[config.mk]
export PLATFORM = sky130hd
export DESIGN_NAME = mult_share_arb
export DESIGN_NICKNAME = d
export VERILOG_FILES = /design/src/rtl/mult_share_arb.sv
export SDC_FILE = /design/constraint.sdc
export NUM_CORES = 1
export LEC_CHECK = 0
export CORE_ASPECT_RATIO = 0.5
export CORE_MARGIN = 3
export CORE_UTILIZATION = 43
export DETAILED_ROUTE_END_ITERATION = 8
export PLACE_DENSITY = 0.82
export RECOVER_POWER = 50
export SYNTH_ARGS = -nofsm -noshare
export SYNTH_HDL_FRONTEND = slang
export SYNTH_SLANG_ARGS = --single-unit
[constraint.sdc]
create_clock -name clk -period 3.4 [get_ports clk]
set_input_delay 0.51 -clock clk [delete_from_list [all_inputs] [get_ports clk]]
set_output_delay 0.51 -clock clk [all_outputs]
set_load 0.02 [all_outputs]
[src/rtl/mult_share_arb.sv]
// Shares one pipelined multiplier among NUM_REQ requesters with tag tracking and a credit-protected response FIFO.
// Define MULT_SHARE_ARB_RR_EN for round-robin arbitration; otherwise fixed priority (lowest index wins).
module mult_share_arb #(
    parameter int unsigned NUM_REQ    = 4,
    parameter int unsigned DATA_LEN   = 32,
    parameter int unsigned LATENCY    = 2,
    parameter int unsigned FIFO_DEPTH = 4,
    localparam int unsigned ID_W      = $clog2(NUM_REQ)
) (
    input  logic                         clk,
    input  logic                         reset_n,
    input  logic [NUM_REQ-1:0]           req_valid,
    output logic [NUM_REQ-1:0]           req_ready,
    input  logic [NUM_REQ*DATA_LEN-1:0]  req_a,
    input  logic [NUM_REQ*DATA_LEN-1:0]  req_b,
    output logic [DATA_LEN-1:0]          mul_a,
    output logic [DATA_LEN-1:0]          mul_b,
    input  logic [DATA_LEN-1:0]          mul_result,
    output logic                         rsp_valid,
    input  logic                         rsp_ready,
    output logic [ID_W-1:0]              rsp_id,
    output logic [DATA_LEN-1:0]          rsp_data,
    output logic                         busy
);

    localparam int unsigned CNT_W = $clog2(FIFO_DEPTH + 1);
    localparam int unsigned PTR_W = (FIFO_DEPTH > 1) ? $clog2(FIFO_DEPTH) : 1;

    logic [CNT_W-1:0]    fifo_cnt_q, fifo_cnt_d;
    logic [CNT_W-1:0]    inflight_q, inflight_d;
    logic [CNT_W:0]      occupied;
    logic                credit_ok;

    logic                found;
    logic [ID_W-1:0]     win_id;
    logic [ID_W-1:0]     idx;
    logic [DATA_LEN-1:0] sel_a, sel_b;
    logic                issue;

    logic [DATA_LEN-1:0] mul_a_q, mul_b_q;
    logic [LATENCY-1:0]  tag_vld_q;
    logic [ID_W-1:0]     tag_id_q [LATENCY];

    logic [ID_W-1:0]     fifo_id_q   [FIFO_DEPTH];
    logic [DATA_LEN-1:0] fifo_data_q [FIFO_DEPTH];
    logic [PTR_W-1:0]    wr_ptr_q, wr_ptr_d;
    logic [PTR_W-1:0]    rd_ptr_q, rd_ptr_d;
    logic                push, pop;

    // Credit covers both the multiplier pipeline and the FIFO, so a push can never overflow.
    assign occupied  = {1'b0, fifo_cnt_q} + {1'b0, inflight_q};
    assign credit_ok = (occupied < (CNT_W+1)'(FIFO_DEPTH));

`ifdef MULT_SHARE_ARB_RR_EN
    logic [ID_W-1:0] rr_ptr_q, rr_ptr_d;

    always_comb begin
        found  = 1'b0;
        win_id = '0;
        idx    = '0;
        for (int unsigned k = 1; k <= NUM_REQ; k++) begin
            idx = ID_W'((32'(rr_ptr_q) + k) % NUM_REQ);
            if (!found && req_valid[idx]) begin
                found  = 1'b1;
                win_id = idx;
            end
        end
    end

    assign rr_ptr_d = issue ? win_id : rr_ptr_q;

    always_ff @(posedge clk or negedge reset_n) begin
        if (!reset_n) begin
            rr_ptr_q <= ID_W'(NUM_REQ - 1);
        end else begin
            rr_ptr_q <= rr_ptr_d;
        end
    end
`else
    always_comb begin
        found  = 1'b0;
        win_id = '0;
        idx    = '0;
        for (int unsigned k = 0; k < NUM_REQ; k++) begin
            idx = ID_W'(k);
            if (!found && req_valid[idx]) begin
                found  = 1'b1;
                win_id = idx;
            end
        end
    end
`endif

    always_comb begin
        req_ready = '0;
        sel_a     = '0;
        sel_b     = '0;
        for (int unsigned k = 0; k < NUM_REQ; k++) begin
            if (ID_W'(k) == win_id) begin
                sel_a = req_a[k*DATA_LEN +: DATA_LEN];
                sel_b = req_b[k*DATA_LEN +: DATA_LEN];
                if (found && credit_ok && reset_n) begin
                    req_ready[k] = 1'b1;
                end
            end
        end
    end

    assign issue = |(req_valid & req_ready);
    assign push  = tag_vld_q[LATENCY-1];
    assign pop   = rsp_valid & rsp_ready;

    always_comb begin
        fifo_cnt_d = fifo_cnt_q + CNT_W'(push) - CNT_W'(pop);
        inflight_d = inflight_q + CNT_W'(issue) - CNT_W'(push);
        wr_ptr_d   = wr_ptr_q;
        rd_ptr_d   = rd_ptr_q;
        if (push) begin
            wr_ptr_d = (wr_ptr_q == PTR_W'(FIFO_DEPTH - 1)) ? '0 : wr_ptr_q + 1'b1;
        end
        if (pop) begin
            rd_ptr_d = (rd_ptr_q == PTR_W'(FIFO_DEPTH - 1)) ? '0 : rd_ptr_q + 1'b1;
        end
    end

    always_ff @(posedge clk or negedge reset_n) begin
        if (!reset_n) begin
            mul_a_q    <= '0;
            mul_b_q    <= '0;
            tag_vld_q  <= '0;
            for (int unsigned s = 0; s < LATENCY; s++) begin
                tag_id_q[s] <= '0;
            end
            fifo_cnt_q <= '0;
            inflight_q <= '0;
            wr_ptr_q   <= '0;
            rd_ptr_q   <= '0;
        end else begin
            mul_a_q     <= issue ? sel_a : '0;
            mul_b_q     <= issue ? sel_b : '0;
            tag_vld_q[0] <= issue;
            tag_id_q[0]  <= win_id;
            for (int unsigned s = 1; s < LATENCY; s++) begin
                tag_vld_q[s] <= tag_vld_q[s-1];
                tag_id_q[s]  <= tag_id_q[s-1];
            end
            fifo_cnt_q <= fifo_cnt_d;
            inflight_q <= inflight_d;
            wr_ptr_q   <= wr_ptr_d;
            rd_ptr_q   <= rd_ptr_d;
        end
    end

    // Storage needs no reset: entries are only observed while counted as valid.
    always_ff @(posedge clk) begin
        if (push) begin
            fifo_id_q[wr_ptr_q]   <= tag_id_q[LATENCY-1];
            fifo_data_q[wr_ptr_q] <= mul_result;
        end
    end

    assign mul_a     = mul_a_q;
    assign mul_b     = mul_b_q;
    assign rsp_valid = (fifo_cnt_q != '0);
    assign rsp_id    = rsp_valid ? fifo_id_q[rd_ptr_q]   : '0;
    assign rsp_data  = rsp_valid ? fifo_data_q[rd_ptr_q] : '0;
    assign busy      = (inflight_q != '0) || (fifo_cnt_q != '0);

endmodule

==> flow_metrics.env <==
export IMPL_status="finished with violations"
export IMPL_violations="max-capacitance violations, max-slew violations"
export IMPL_swShare_pct=31.9
export IMPL_postCtsSetupBuffers=0
export IMPL_cap_violations=3
export IMPL_max_freq_ghz=0.311
export IMPL_post_route_period_util_pct=94.6
export IMPL_die_h_um=111
export IMPL_cts_inserted_buffers=21
export IMPL_h_tree_depth=1
export IMPL_critical_path_buf_inv_count=1
export IMPL_postSynthAreaPerCell_sq_um=14.4
export IMPL_place_congestion=0.937
export IMPL_syn_area_sq_um=9520
export IMPL_slowest_stage="clkdlybuf4s50_1"
export IMPL_rows=37
export IMPL_synth_edf_count=136
export IMPL_grt_pass1_wl_um=46800
export IMPL_area_growth_pct=50.8
export IMPL_skew_ps=8.60
export IMPL_clkTransAtPathRegs_ps=60
export IMPL_cp_depth=5
export IMPL_grt_pass1_vias=7966
export IMPL_reg2reg_depth=2
export IMPL_final_hold_viol_count=0
export IMPL_clkPwrFrac_pct=24.5
export IMPL_filler_cell_count=1545
export IMPL_nets=1342
export IMPL_min_path_type="flip-flop to flip-flop"
export IMPL_reg2reg_setup_slack_ps=500
export IMPL_portBuffers=398
export IMPL_vias_per_cell=5.63
export IMPL_end_kind="primary output"
export IMPL_place_inst=1302
export IMPL_period_needed_ps=3220
export IMPL_worst_slack_ps=182
export IMPL_dr_pass1_iters=7
export IMPL_fin_cells=1346
export IMPL_intPower_mw=6.60
export IMPL_startpoint_type="flip-flop"
export IMPL_cts_tree="built"
export IMPL_core_sq_um=21100
export IMPL_synthTopCellsByCount="136 x edfxtp_1, 130 x nand2_1, 80 x dfrtp_1, 64 x a221oi_1, 64 x o221ai_1"
export IMPL_critical_path_class="flip-flop to primary output"
export IMPL_synthFlopType="edfxtp_1"
export IMPL_pwr_density_cell_nw_per_um2=675
export IMPL_die_width_um=216
export IMPL_timing_rr_end="fifo_data_q[3][12]"
export IMPL_crit_end="req_ready[2]"
export IMPL_slowest_delay_ps=660
export IMPL_overflow=0
export IMPL_path_cells="ha_1 > nor4b_1 > nand2_2 > nor4_1 > clkdlybuf4s50_1"
export IMPL_dp_slack_ps=579
export IMPL_async_flop_share_pct=37.0
export IMPL_wire_per_inst_um=23.1
export IMPL_synth_top_cell_by_area="edfxtp_1"
export IMPL_dr_first_iter_drc_count=619
export IMPL_grt_max_degree=74
export IMPL_tightest_slew_ps=2570
export IMPL_p_seq_share_pct=37.0
export IMPL_cp_max_fo=11
export IMPL_grt_usage_pct=25.1
export IMPL_post_route_cell_area_sq_um=14400
export IMPL_vias=7582
export IMPL_switchingPower_mw=3.09
export IMPL_drtAntennaViolNets=0
export IMPL_antenna_found_initial=5
export IMPL_synth_cell_types=32
export IMPL_cts_buffer_depth=3
export IMPL_ys_warn_count=0
export IMPL_max_slew_margin_pct=-71.3
export IMPL_ir_drop_mv=0.347
export IMPL_crit_start="fifo_cnt_q[2]"
export IMPL_hpwlAfterDp_um=22000
export IMPL_finalSetupViolCount=0
export IMPL_syn_num_nets=969
export IMPL_worstSkewPairLatency_ps=500
export IMPL_p_comb_share_pct=38.6
export IMPL_start_util_pct=45.1
export IMPL_whs_ps=350
export IMPL_final_max_slew_viol_count=144
export IMPL_io_pins=399
export IMPL_syn_inst=661
export IMPL_wirelength_um=31100
export IMPL_synthTopCellsByArea="edfxtp_1 43%, dfrtp_1 21%, a221oi_1 5.9%"
export IMPL_final_setup_tns_ps=0
export IMPL_cp_required_ps=2890
export IMPL_synth_top_area_share_pct=42.9
export IMPL_cts_root_buf="clkbuf_16"
export IMPL_synth_most_common_cell="edfxtp_1"
export IMPL_leakage_nw=5.28
export IMPL_synth_seq_area_share_pct=63.9
export IMPL_drc_errors=0
export IMPL_critPathTopFamily="simple AND/OR/NAND/NOR gates"
export IMPL_ys_ff_latch=216
export IMPL_clkSinkCount=216
export IMPL_dieArea_sq_um=24100
export IMPL_drive_above_1_share_pct=7.15
export IMPL_grt_setup_unrepaired="false"
export IMPL_r2r_start="wr_ptr_q[0]"
export IMPL_post_dp_cell_area_sq_um=13600
export IMPL_arrival_ps=2710
[state kept, by name, indices dropped and copies added (netlist names)]
name,flops
rd_ptr_q,2
fifo_id_q,8
fifo_cnt_q,3
wr_ptr_q,2
tag_id_q,4
mul_a,32
inflight_q,3
fifo_data_q,128
tag_vld_q,2
mul_b,32
[layout make-up]
cell class	instances	area, sq um	share of cell area (%)
tap	292	365	2.55
inverter	13	48.8	0.340
clock inverter	10	130	0.907
antenna	5	12.5	0.0872
sequential	216	6090	42.4
timing repair buffer	412	4100	28.6
multi-input combinational	370	3040	21.2
clock buffer	28	562	3.91
[repair_timing]
item | in CTS | in global routing
hold buffers | 1 | 0
gates resized for setup | 0 | 1
hold endpoints to repair | 7 | 0
setup endpoints to repair | 0 | 1
[worst min-delay path by stage]
stage	cells past startpoint	start	end	slack, ps
finish	0	tag_vld_q[0]	tag_vld_q[1]	350
global route	0	tag_vld_q[0]	tag_vld_q[1]	360
CTS	2	reset_n	mul_b[23]	340
detailed placement	1	reset_n	mul_b[23]	330
global placement	1	reset_n	mul_a[8]	330
floorplan	0	reset_n	fifo_cnt_q[0]	210
[power by group through the flow]
stage | logic, mW | registers, mW | clock network, mW
6_report | 3.74 | 3.58 | 2.37
4_1_cts | 3.80 | 3.59 | 2.42
5_1_grt | 3.99 | 3.64 | 2.54
2_1_floorplan | 1.94 | 3.68 | 0
3_3_place_gp | 3.71 | 3.61 | 0
3_5_place_dp | 3.78 | 3.63 | 0
[per-stage QoR]
stage	power [mW]	utilization, %
floorplan	5.62	-
global placement	7.32	64.7
detailed placement	7.41	64.7
CTS	9.81	68.0
global route	10.2	68.0
finish	9.69	68.0
[cells in the final DEF, fill, tap and decap left out, types with 3 or more instances in the layout]
cell type,count
dlygate4sd3_1,34
and2_1,35
o221ai_1,64
clkbuf_1,6
diode_2,5
mux4_1,16
edfxtp_1,136
ha_1,11
a221oi_1,64
nor2_1,3
clkdlybuf4s50_1,362
bufinv_16,3
inv_1,11
dfrtp_1,78
clkinv_2,4
nand2_1,129
buf_4,11
mux4_2,18
xnor2_1,3
clkbuf_16,21
[cells by family after synthesis]
kind of cell / share of synthesized area (%)
AOI/OAI and AO/OA: 12.1
and+or+nand+nor: 8.53
DFF: 63.9
buffers and inverters: 4.17
adders and majority gates: 1.87
xor gates and xnor gates: 0.368
muxes: 8.99
[layer usage]
metal  wire length [um]  global-route usage, %  vias up
li1                   -                      -     3355
met1              11400                   29.9     3738
met2              16100                   44.4      399
met3               2310                   6.05       90
met4               1240                   9.52        0
met5                  0                      0        -
No activity file was read; power rests on OpenSTA's default activity.
